**config.mk**
```make
export PLATFORM = sky130hd
export DESIGN_NAME = mem_access_unit
export DESIGN_NICKNAME = d
export VERILOG_FILES = /design/src/rtl/mem_access_unit_pkg.sv /design/src/rtl/mem_lane_align.sv /design/src/rtl/mem_access_unit.sv
export SDC_FILE = /design/constraint.sdc
export NUM_CORES = 1
export LEC_CHECK = 0
export ABC_CLOCK_PERIOD_IN_PS = 2200
export CAP_MARGIN = 10
export CORE_MARGIN = 1.5
export CORE_UTILIZATION = 40
export CTS_CLUSTER_DIAMETER = 120
export CTS_CLUSTER_SIZE = 28
export DETAILED_ROUTE_END_ITERATION = 8
export PLACE_DENSITY = 0.73
export SYNTH_ARGS = -nofsm -noshare
export SYNTH_HDL_FRONTEND = slang
export SYNTH_HIERARCHICAL = 1
export SYNTH_SLANG_ARGS = --single-unit
```
**constraint.sdc**
```tcl
create_clock -name clk -period 2.2 [get_ports clk]
set_clock_uncertainty 0.05 [all_clocks]
set_input_delay 0.44 -clock clk [delete_from_list [all_inputs] [get_ports clk]]
set_output_delay 0.44 -clock clk [all_outputs]
set_load 0.02 [all_outputs]
```
**src/rtl/mem_access_unit_pkg.sv**
```systemverilog
// Shared definitions for the data-memory access stage: access sizes and FSM states.
package mem_access_unit_pkg;

    localparam int          MEM_SIZE_LENGTH = 2;
    localparam logic [1:0]  MEM_SIZE_BYTE   = 2'b00;
    localparam logic [1:0]  MEM_SIZE_HALF   = 2'b01;
    localparam logic [1:0]  MEM_SIZE_WORD   = 2'b10;

    typedef enum logic [1:0] {
        MAU_IDLE = 2'b00,
        MAU_REQ  = 2'b01,
        MAU_DONE = 2'b10
    } mau_state_e;

endpackage

```
**src/rtl/mem_lane_align.sv**
```systemverilog
// Combinational lane steering: byte enables / replicated store data on the
// request side, lane extraction and sign/zero extension on the read side.
module mem_lane_align
    import mem_access_unit_pkg::*;
(
    input  logic [1:0]  addr_lo,
    input  logic [1:0]  size,
    input  logic [31:0] wdata,
    output logic [3:0]  be,
    output logic [31:0] wdata_rep,
    output logic        misaligned,
    input  logic [31:0] rd_word,
    input  logic [1:0]  rd_addr_lo,
    input  logic [1:0]  rd_size,
    input  logic        rd_sext,
    output logic [31:0] rd_data
);

    logic [7:0]  rd_byte;
    logic [15:0] rd_half;

    // Request side: lanes follow little-endian byte order; size 2'b11 acts as WORD
    always_comb begin
        be         = 4'b1111;
        wdata_rep  = wdata;
        misaligned = 1'b0;
        case (size)
            MEM_SIZE_BYTE: begin
                be        = 4'b0001 << addr_lo;
                wdata_rep = {4{wdata[7:0]}};
            end
            MEM_SIZE_HALF: begin
                be         = addr_lo[1] ? 4'b1100 : 4'b0011;
                wdata_rep  = {2{wdata[15:0]}};
                misaligned = addr_lo[0];
            end
            default: begin
                misaligned = |addr_lo;
            end
        endcase
    end

    // Read side: pick the addressed lane and fill the upper bits
    always_comb begin
        rd_byte = rd_word[7:0];
        case (rd_addr_lo)
            2'd0:    rd_byte = rd_word[7:0];
            2'd1:    rd_byte = rd_word[15:8];
            2'd2:    rd_byte = rd_word[23:16];
            default: rd_byte = rd_word[31:24];
        endcase
        rd_half = rd_addr_lo[1] ? rd_word[31:16] : rd_word[15:0];
        case (rd_size)
            MEM_SIZE_BYTE: rd_data = {{24{rd_sext & rd_byte[7]}}, rd_byte};
            MEM_SIZE_HALF: rd_data = {{16{rd_sext & rd_half[15]}}, rd_half};
            default:       rd_data = rd_word;
        endcase
    end

endmodule

```
**src/rtl/mem_access_unit.sv**
```systemverilog
// Data-memory access stage: turns EXE_MEM load/store requests into a
// registered req/ack bus transaction, stalls the pipeline meanwhile and
// returns extended load data toward MEM_WB.
module mem_access_unit
    import mem_access_unit_pkg::*;
#(
    parameter int TIMEOUT_CYCLES = 16,
    parameter bit TIMEOUT_EN     = 1'b1
) (
    input  logic        clk,
    input  logic        rst,
    input  logic        mem_re,
    input  logic        mem_we,
    input  logic [31:0] mem_addr,
    input  logic [31:0] mem_wdata,
    input  logic [1:0]  mem_size,
    input  logic        mem_sext,
    output logic [31:0] rdata,
    output logic        stall,
    output logic        addr_err,
    output logic        bus_err,
    output logic        bus_req,
    output logic        bus_we,
    output logic [31:0] bus_addr,
    output logic [3:0]  bus_be,
    output logic [31:0] bus_wdata,
    input  logic        bus_ack,
    input  logic [31:0] bus_rdata
);

    localparam logic [7:0] TMO_LAST = 8'(TIMEOUT_CYCLES - 1);

    mau_state_e  state_reg, state_next;
    logic [7:0]  cnt_reg;
    logic        bus_req_reg, bus_we_reg, bus_err_reg;
    logic [31:0] bus_addr_reg, bus_wdata_reg, rdata_reg;
    logic [3:0]  bus_be_reg;
    logic [1:0]  lat_addr_lo_reg, lat_size_reg;
    logic        lat_sext_reg;

    logic        access, misaligned, timeout_hit;
    logic [3:0]  req_be;
    logic [31:0] req_wdata, rd_ext;

    assign access      = mem_re | mem_we;
    assign timeout_hit = TIMEOUT_EN && (cnt_reg == TMO_LAST);

    mem_lane_align u_lane (
        .addr_lo    (mem_addr[1:0]),
        .size       (mem_size),
        .wdata      (mem_wdata),
        .be         (req_be),
        .wdata_rep  (req_wdata),
        .misaligned (misaligned),
        .rd_word    (bus_rdata),
        .rd_addr_lo (lat_addr_lo_reg),
        .rd_size    (lat_size_reg),
        .rd_sext    (lat_sext_reg),
        .rd_data    (rd_ext)
    );

    // State, counter, bus and result registers; reset kills any transaction in flight
    always_ff @(posedge clk or negedge rst) begin
        if (!rst) begin
            state_reg       <= MAU_IDLE;
            cnt_reg         <= 8'd0;
            bus_req_reg     <= 1'b0;
            bus_we_reg      <= 1'b0;
            bus_addr_reg    <= 32'd0;
            bus_be_reg      <= 4'd0;
            bus_wdata_reg   <= 32'd0;
            bus_err_reg     <= 1'b0;
            rdata_reg       <= 32'd0;
            lat_addr_lo_reg <= 2'd0;
            lat_size_reg    <= 2'd0;
            lat_sext_reg    <= 1'b0;
        end else begin
            state_reg   <= state_next;
            bus_err_reg <= 1'b0;
            case (state_reg)
                MAU_IDLE: begin
                    if (access && !misaligned) begin
                        bus_req_reg     <= 1'b1;
                        bus_we_reg      <= mem_we;
                        bus_addr_reg    <= {mem_addr[31:2], 2'b00};
                        bus_be_reg      <= req_be;
                        bus_wdata_reg   <= req_wdata;
                        cnt_reg         <= 8'd0;
                        lat_addr_lo_reg <= mem_addr[1:0];
                        lat_size_reg    <= mem_size;
                        lat_sext_reg    <= mem_sext;
                    end
                end
                MAU_REQ: begin
                    if (bus_ack) begin
                        bus_req_reg <= 1'b0;
                        if (!bus_we_reg) begin
                            rdata_reg <= rd_ext;
                        end
                    end else if (timeout_hit) begin
                        bus_req_reg <= 1'b0;
                        bus_err_reg <= 1'b1;
                        if (!bus_we_reg) begin
                            rdata_reg <= 32'd0;
                        end
                    end else begin
                        cnt_reg <= cnt_reg + 8'd1;
                    end
                end
                default: ;
            endcase
        end
    end

    // Next state plus combinational stall / misalignment flag; both forced low in reset
    always_comb begin
        state_next = state_reg;
        stall      = 1'b0;
        addr_err   = 1'b0;
        case (state_reg)
            MAU_IDLE: begin
                if (access && !misaligned) begin
                    stall      = rst;
                    state_next = MAU_REQ;
                end else if (access) begin
                    addr_err = rst;
                end
            end
            MAU_REQ: begin
                stall = rst;
                if (bus_ack || timeout_hit) begin
                    state_next = MAU_DONE;
                end
            end
            default: begin
                state_next = MAU_IDLE;
            end
        endcase
    end

    assign rdata     = rdata_reg;
    assign bus_err   = bus_err_reg;
    assign bus_req   = bus_req_reg;
    assign bus_we    = bus_we_reg;
    assign bus_addr  = bus_addr_reg;
    assign bus_be    = bus_be_reg;
    assign bus_wdata = bus_wdata_reg;

endmodule

```
==> flow_summary.json, run 1 <==
{
  "design_area_um2": 8520,
  "timing.slew.headroom": 0.367,
  "report.final.hold_viol_count": 0,
  "cts_tree": "yes",
  "remaining_drc_errors": 0,
  "inst_count_dp": 837,
  "setup.worst_path.class": "in -> reg",
  "cellPowerDensity_nw_per_um2": 1350,
  "cts_inserted_buffers": 17,
  "floorplan.rows": 43,
  "postRouteWirelength_um": 15800,
  "globalRouteTotalUtil": 0.219,
  "n_antenna_cell": 0,
  "finalMaxSlewViolations": 0,
  "core_area_um2": 13800,
  "design.final.nets": 782,
  "design.portCount": 209,
  "fin_crit_sh": 0.936,
  "syn-instance-count": 464,
  "cts_root_buffer": "sky130_fd_sc_hd__clkbuf_16",
  "stdcell_count": 869,
  "power.total_mw": 11.5,
  "die_area_um2": 14800,
  "dp_hpwl_um": 11400,
  "hold_path_class": "in -> async",
  "avgRoutedWirePerCell_um": 18.2,
  "area.growth.synth_to_final_pct": 50.8,
  "maxCapViolations": 0,
  "dp_slack_ps": -866,
  "synth_area_per_cell_um2": 12.2,
  "routabilityCongestion": 0.870,
  "placed_area_um2": 7940,
  "endpoints_failing_setup": 0,
  "most-common-layout-cells": "sky130_fd_sc_hd__clkdlybuf4s50_1, sky130_fd_sc_hd__dfrtp_1, sky130_fd_sc_hd__mux2_2",
  "grt_pass1_wl_um": 25000,
  "ant_nets": 0,
  "layout-drive-gt1-share": 0.208,
  "path_clk_slew_ps": 50,
  "critPathArrivalTime_ps": 2300,
  "maximum_achievable_frequency_mhz": 486,
  "kind_of_start_point_of_the_critical_path": "input pin",
  "fin_tns_setup_ps": 0,
  "postLayoutSetupSlackWorst_ps": 142,
  "synthesized_flop_and_latch_total": 116,
  "overall_die_width_um": 122,
  "drt_iter0_markers": 337,
  "synthFlopType": "sky130_fd_sc_hd__dfrtp_1",
  "synth.distinct_cells": 49,
  "detailedRoute.firstPassIterationCount": 4,
  "ys.warnings.count": 6,
  "grt_start_max_net_pins": 76,
  "final_common_cell": "sky130_fd_sc_hd__clkdlybuf4s50_1",
  "buffer_ports.inserted": 206,
  "globalRoute.totalOverflow": 0,
  "setup_repair_after_global_routing_missed_its_margin": "no",
  "worst_pin_slew_ps": 949,
  "clock_sinks": 116,
  "chipHeight_um": 122,
  "antenna_found_initial": 0,
  "run_status": "finished, final reports clean",
  "synthesis.area_um2": 5650,
  "cts_buffer_depth": 2,
  "crit_path_end_kind": "register",
  "finalWorstPathRequiredPeriod_ps": 2060,
  "clock_tree.htree_level_count": 4,
  "cts_hold_repair.buffers": 0,
  "worst-path-max-fanout": 25,
  "initial_utilization": 0.409,
  "dr_total_vias": 4615,
  "clkLatencyLatePin_ps": 410,
  "async_flop_share": 1.00,
  "peakVddDrop_uv": 696,
  "worstPathRequired_ps": 2440,
  "seq_area_frac_synth": 0.514,
  "vias_in_the_first_global_route": 4879,
  "power.static_leakage_nw": 3.73,
  "synth_edf_count": 0,
  "detail_route.vias_per_cell": 5.31
}
## synth_stat cells, types with 7 or more instances
cell type | number | area (um^2)
sky130_fd_sc_hd__a21o_1 | 8 | 60.1
sky130_fd_sc_hd__clkbuf_1 | 11 | 41.3
sky130_fd_sc_hd__mux2_1 | 14 | 158
sky130_fd_sc_hd__a2bb2oi_1 | 7 | 61.3
sky130_fd_sc_hd__o21ai_0 | 8 | 40.0
sky130_fd_sc_hd__a22o_1 | 36 | 315
sky130_fd_sc_hd__a221o_1 | 8 | 80.1
sky130_fd_sc_hd__mux2_2 | 76 | 856
sky130_fd_sc_hd__buf_4 | 17 | 128
sky130_fd_sc_hd__buf_2 | 9 | 45.0
sky130_fd_sc_hd__nor2_1 | 16 | 60.1
sky130_fd_sc_hd__o22a_1 | 8 | 70.1
sky130_fd_sc_hd__nand2_1 | 44 | 165
sky130_fd_sc_hd__dfrtp_1 | 116 | 2900
sky130_fd_sc_hd__a21oi_1 | 10 | 50.1
sky130_fd_sc_hd__mux2i_1 | 11 | 110
## final cells by class
type	instances	area (um^2)
Timing Repair Buffer	235	2320
Multi-Input combinational cell	303	2500
Inverter	4	15.0
Tap cell	180	225
Clock buffer	26	479
Sequential cell	116	2900
Clock inverter	5	75.1
Fill cell	1121	5310
## per-stage QoR
stage / utilization / hold WS, ps
2_1_floorplan: - / 94.4
3_3_place_gp: 0.574 / 420
3_5_place_dp: 0.574 / 425
6_report: 0.616 / 272
4_1_cts: 0.616 / 304
5_1_grt: 0.616 / 359
## timing repair
item / CTS / global route
buffers inserted: 1 / 0
cloned: 0 / 0
pin swaps: 2 / 0
setup endpoints to repair: 4 / 1
gates resized for setup: 18 / 1
## where the power goes
part	internal, mW	switching, mW	total, mW
registers	3.03	0.559	3.59
clock network	1.71	0.910	2.62
logic	2.77	2.54	5.31
## path summary, 6_finish.rpt
| path | start | end | slack (ps) | cells past startpoint |
|---|---|---|---|---|
| min in group clk | bus_addr[24] | bus_addr[24] | 430 | 1 |
| worst min-delay path | rst | bus_wdata[28] | 270 | 2 |
| max in group asynchronous | rst | state_reg[1] | 720 | 3 |
| worst max-delay path | mem_addr[0] | bus_wdata[9] | 140 | 8 |
| worst max register to register | lat_size_reg[1] | rdata[9] | 270 | 5 |
| worst min register to register | bus_addr[24] | bus_addr[24] | 430 | 1 |
## cells by family (layout without fill, tap and decap cells)
family,count (synthesis),after routing,synth area share
flip-flops,116,116,0.514
multiplexers,101,101,0.199
AO/OA/AOI/OAI,98,98,0.143
AND/OR/NAND/NOR,98,98,0.0877
buffers and inverters,46,270,0.0492
XOR/XNOR,3,3,0.00465
adder cells (fa/ha/maj),1,1,0.00221
other,1,2,0.000664
## worst max-delay path: stages
cell and delay [ps]:
sky130_fd_sc_hd__dlygate4sd2_1 260, sky130_fd_sc_hd__a21oi_1 180, sky130_fd_sc_hd__nor2_2 90, sky130_fd_sc_hd__buf_4 140, sky130_fd_sc_hd__or3_4 370, sky130_fd_sc_hd__nor2_4 230
sky130_fd_sc_hd__buf_12 220, sky130_fd_sc_hd__mux2_2 360
## layer usage
metal / track usage / vias to the layer above / routed length [um]
met5: 0 / - / 0
met3: 0.0950 / 27 / 1770
met4: 0.0993 / 0 / 357
met2: 0.356 / 226 / 7420
li1: - / 2115 / -
met1: 0.250 / 2247 / 6270
Note: power is estimated with default switching activity, not from simulation.
==> inputs of run 2 (changes only) <==
Settings changed: ABC_CLOCK_PERIOD_IN_PS 2200 to 2400.
Clock period 2.2 ns to 2.4 ns, I/O delays scaled along.
==> flow_summary.json, run 2 (same netlist as run 1, synthesis figures left out) <==
{
  "globalRoute.totalOverflow": 0,
  "setup.worst_path.class": "in -> reg",
  "power_report.internal_total_mw": 6.83,
  "layout-drive-gt1-share": 0.197,
  "clock_sinks": 116,
  "clockPowerShare": 0.227,
  "hold_path_class": "in -> async",
  "final_common_cell": "sky130_fd_sc_hd__clkdlybuf4s50_1",
  "area.growth.synth_to_final_pct": 49.1,
  "most-common-layout-cells": "sky130_fd_sc_hd__clkdlybuf4s50_1, sky130_fd_sc_hd__dfrtp_1, sky130_fd_sc_hd__mux2_2",
  "dp_hpwl_um": 11300,
  "pwr-share-comb": 0.460,
  "endpoints_failing_setup": 0,
  "worstPathRequired_ps": 2640,
  "global_route.usage.met3": 0.0908,
  "ant_nets": 0,
  "cp_slowest_stage_delay_ps": 670,
  "design.final.nets": 772,
  "n_antenna_cell": 0,
  "routabilityCongestion": 0.891,
  "setup_repair_after_global_routing_missed_its_margin": "no",
  "drt_iter0_markers": 347,
  "overall_die_width_um": 122,
  "clock_tree.htree_level_count": 4,
  "design_area_um2": 8420,
  "initial_utilization": 0.409,
  "cellPowerDensity_nw_per_um2": 1250,
  "run_status": "finished, final reports clean",
  "avgRoutedWirePerCell_um": 18.4,
  "path_clk_slew_ps": 50,
  "design.portCount": 209,
  "detailedRoute.firstPassIterationCount": 5,
  "critical-path-slowest-cell": "sky130_fd_sc_hd__nor2_1",
  "groute.layer.met1.usage": 0.260,
  "chipHeight_um": 122,
  "critical_path.cell_chain": "clkdlybuf4s50_1 > buf_4 > nor2_1 > mux2_2 > mux2_2",
  "crit_path_end_kind": "register",
  "report.final.hold_viol_count": 0,
  "cell_family_with_most_cp_delay": "buffers and inverters",
  "maxCapViolations": 0,
  "globalRouteTotalUtil": 0.220,
  "power.static_leakage_nw": 3.67,
  "finalWorstPathRequiredPeriod_ps": 2300,
  "peakVddDrop_uv": 663,
  "worst_pin_slew_ps": 942,
  "reg2reg_setup_slack_ps": 390,
  "postRouteWirelength_um": 15800,
  "cts_buffer_depth": 2,
  "worst-path-max-fanout": 30,
  "grt_start_max_net_pins": 75,
  "remaining_drc_errors": 0,
  "die_area_um2": 14800,
  "power.share.sequential": 0.313,
  "floorplan.rows": 43,
  "timing.slew.headroom": 0.372,
  "crit_buf_inv": 2,
  "holdWs_ps": 296,
  "path_common_cell": "sky130_fd_sc_hd__mux2_2",
  "clkLatencyLatePin_ps": 420,
  "net_switching_share_of_the_total_power": 0.350,
  "cts_inserted_buffers": 17,
  "detail_route.vias_per_cell": 5.42,
  "grt_pass1_wl_um": 25000,
  "p_switching_mw": 3.68,
  "vias_in_the_first_global_route": 4848,
  "dr_total_vias": 4654,
  "buffer_ports.inserted": 206,
  "grt-busiest-layer": "met2",
  "fin_crit_sh": 0.958,
  "cts_root_buffer": "sky130_fd_sc_hd__clkbuf_16",
  "placed_area_um2": 7850,
  "met2_capacity_usage_during_global_routing": 0.353,
  "fillers": 1086,
  "finalMaxSlewViolations": 0,
  "antenna_found_initial": 0,
  "core_area_um2": 13800,
  "kind_of_start_point_of_the_critical_path": "input pin",
  "cts_tree": "yes",
  "maximum_achievable_frequency_mhz": 435,
  "critPathArrivalTime_ps": 2540
}
## run 2: changes by cell type in the layout (fill, tap and decap cells not counted), sizes merged
cell,previous run,this run
buf,32,22
dlygate4sd2,4,0
clkdlybuf4s50,199,203
bufinv,2,1
clkbuf,26,27
## run 2: cell type report
class	count	area, um^2	share of cell area
Multi-Input combinational cell	303	2500	0.297
Sequential cell	116	2900	0.345
Clock inverter	4	45.0	0.00535
Clock buffer	27	513	0.0609
Timing Repair Buffer	225	2220	0.263
Inverter	4	15.0	0.00178
Tap cell	180	225	0.0267
## run 2: worst paths after layout
kind | depth (start not counted) | from | endpoint
setup / recovery | 5 | mem_size[1] | bus_wdata[15]
hold / removal | 2 | rst | bus_wdata[28]
setup reg to reg | 5 | state_reg[0] | bus_wdata[15]
hold reg to reg | 1 | bus_req | bus_req
max in group asynchronous | 3 | rst | bus_be[2]
min in group clk | 1 | bus_req | bus_req
## run 2: through the flow
step           TNS, ps  cells  utilization  setup WS [ps]  total power, mW
6_report             0    859        0.609            101             10.5
5_1_grt              0    859        0.609           41.4             11.1
4_1_cts              0    859        0.609           16.8             10.6
3_5_place_dp    -18680    828        0.567           -589             8.13
3_3_place_gp    -16630    828        0.567           -560             8.04
2_1_floorplan        0    465            -            156             5.91
## run 2: power groups by stage
stage,Combinational [mW],Sequential [mW],Clock [mW]
3_3_place_gp,4.76,3.28,0
4_1_cts,4.86,3.30,2.44
2_1_floorplan,1.74,4.16,0
3_5_place_dp,4.82,3.31,0
6_report,4.83,3.29,2.39
5_1_grt,5.11,3.40,2.56
## run 2: repair_timing
action,in CTS,in global routing
pin swaps,1,1
hold buffers,0,0
gates resized for setup,11,3
buffers inserted,0,0
endpoints found under the setup margin,2,2
## run 2: metal layers
layer  vias up  share of wire
met5         -              0
met3        30           0.10
met4         0          0.019
li1       2095              -
met1      2294           0.40
met2       235           0.47
## run 2: worst register-to-register path: cells and delay by family, from the launching register on
| kind | cells | cell delay, ps |
|---|---|---|
| multiplexers | 1 | 380 |
| buffers and inverters | 2 | 440 |
| AND/OR/NAND/NOR | 2 | 610 |
| flip-flops | 1 | 410 |
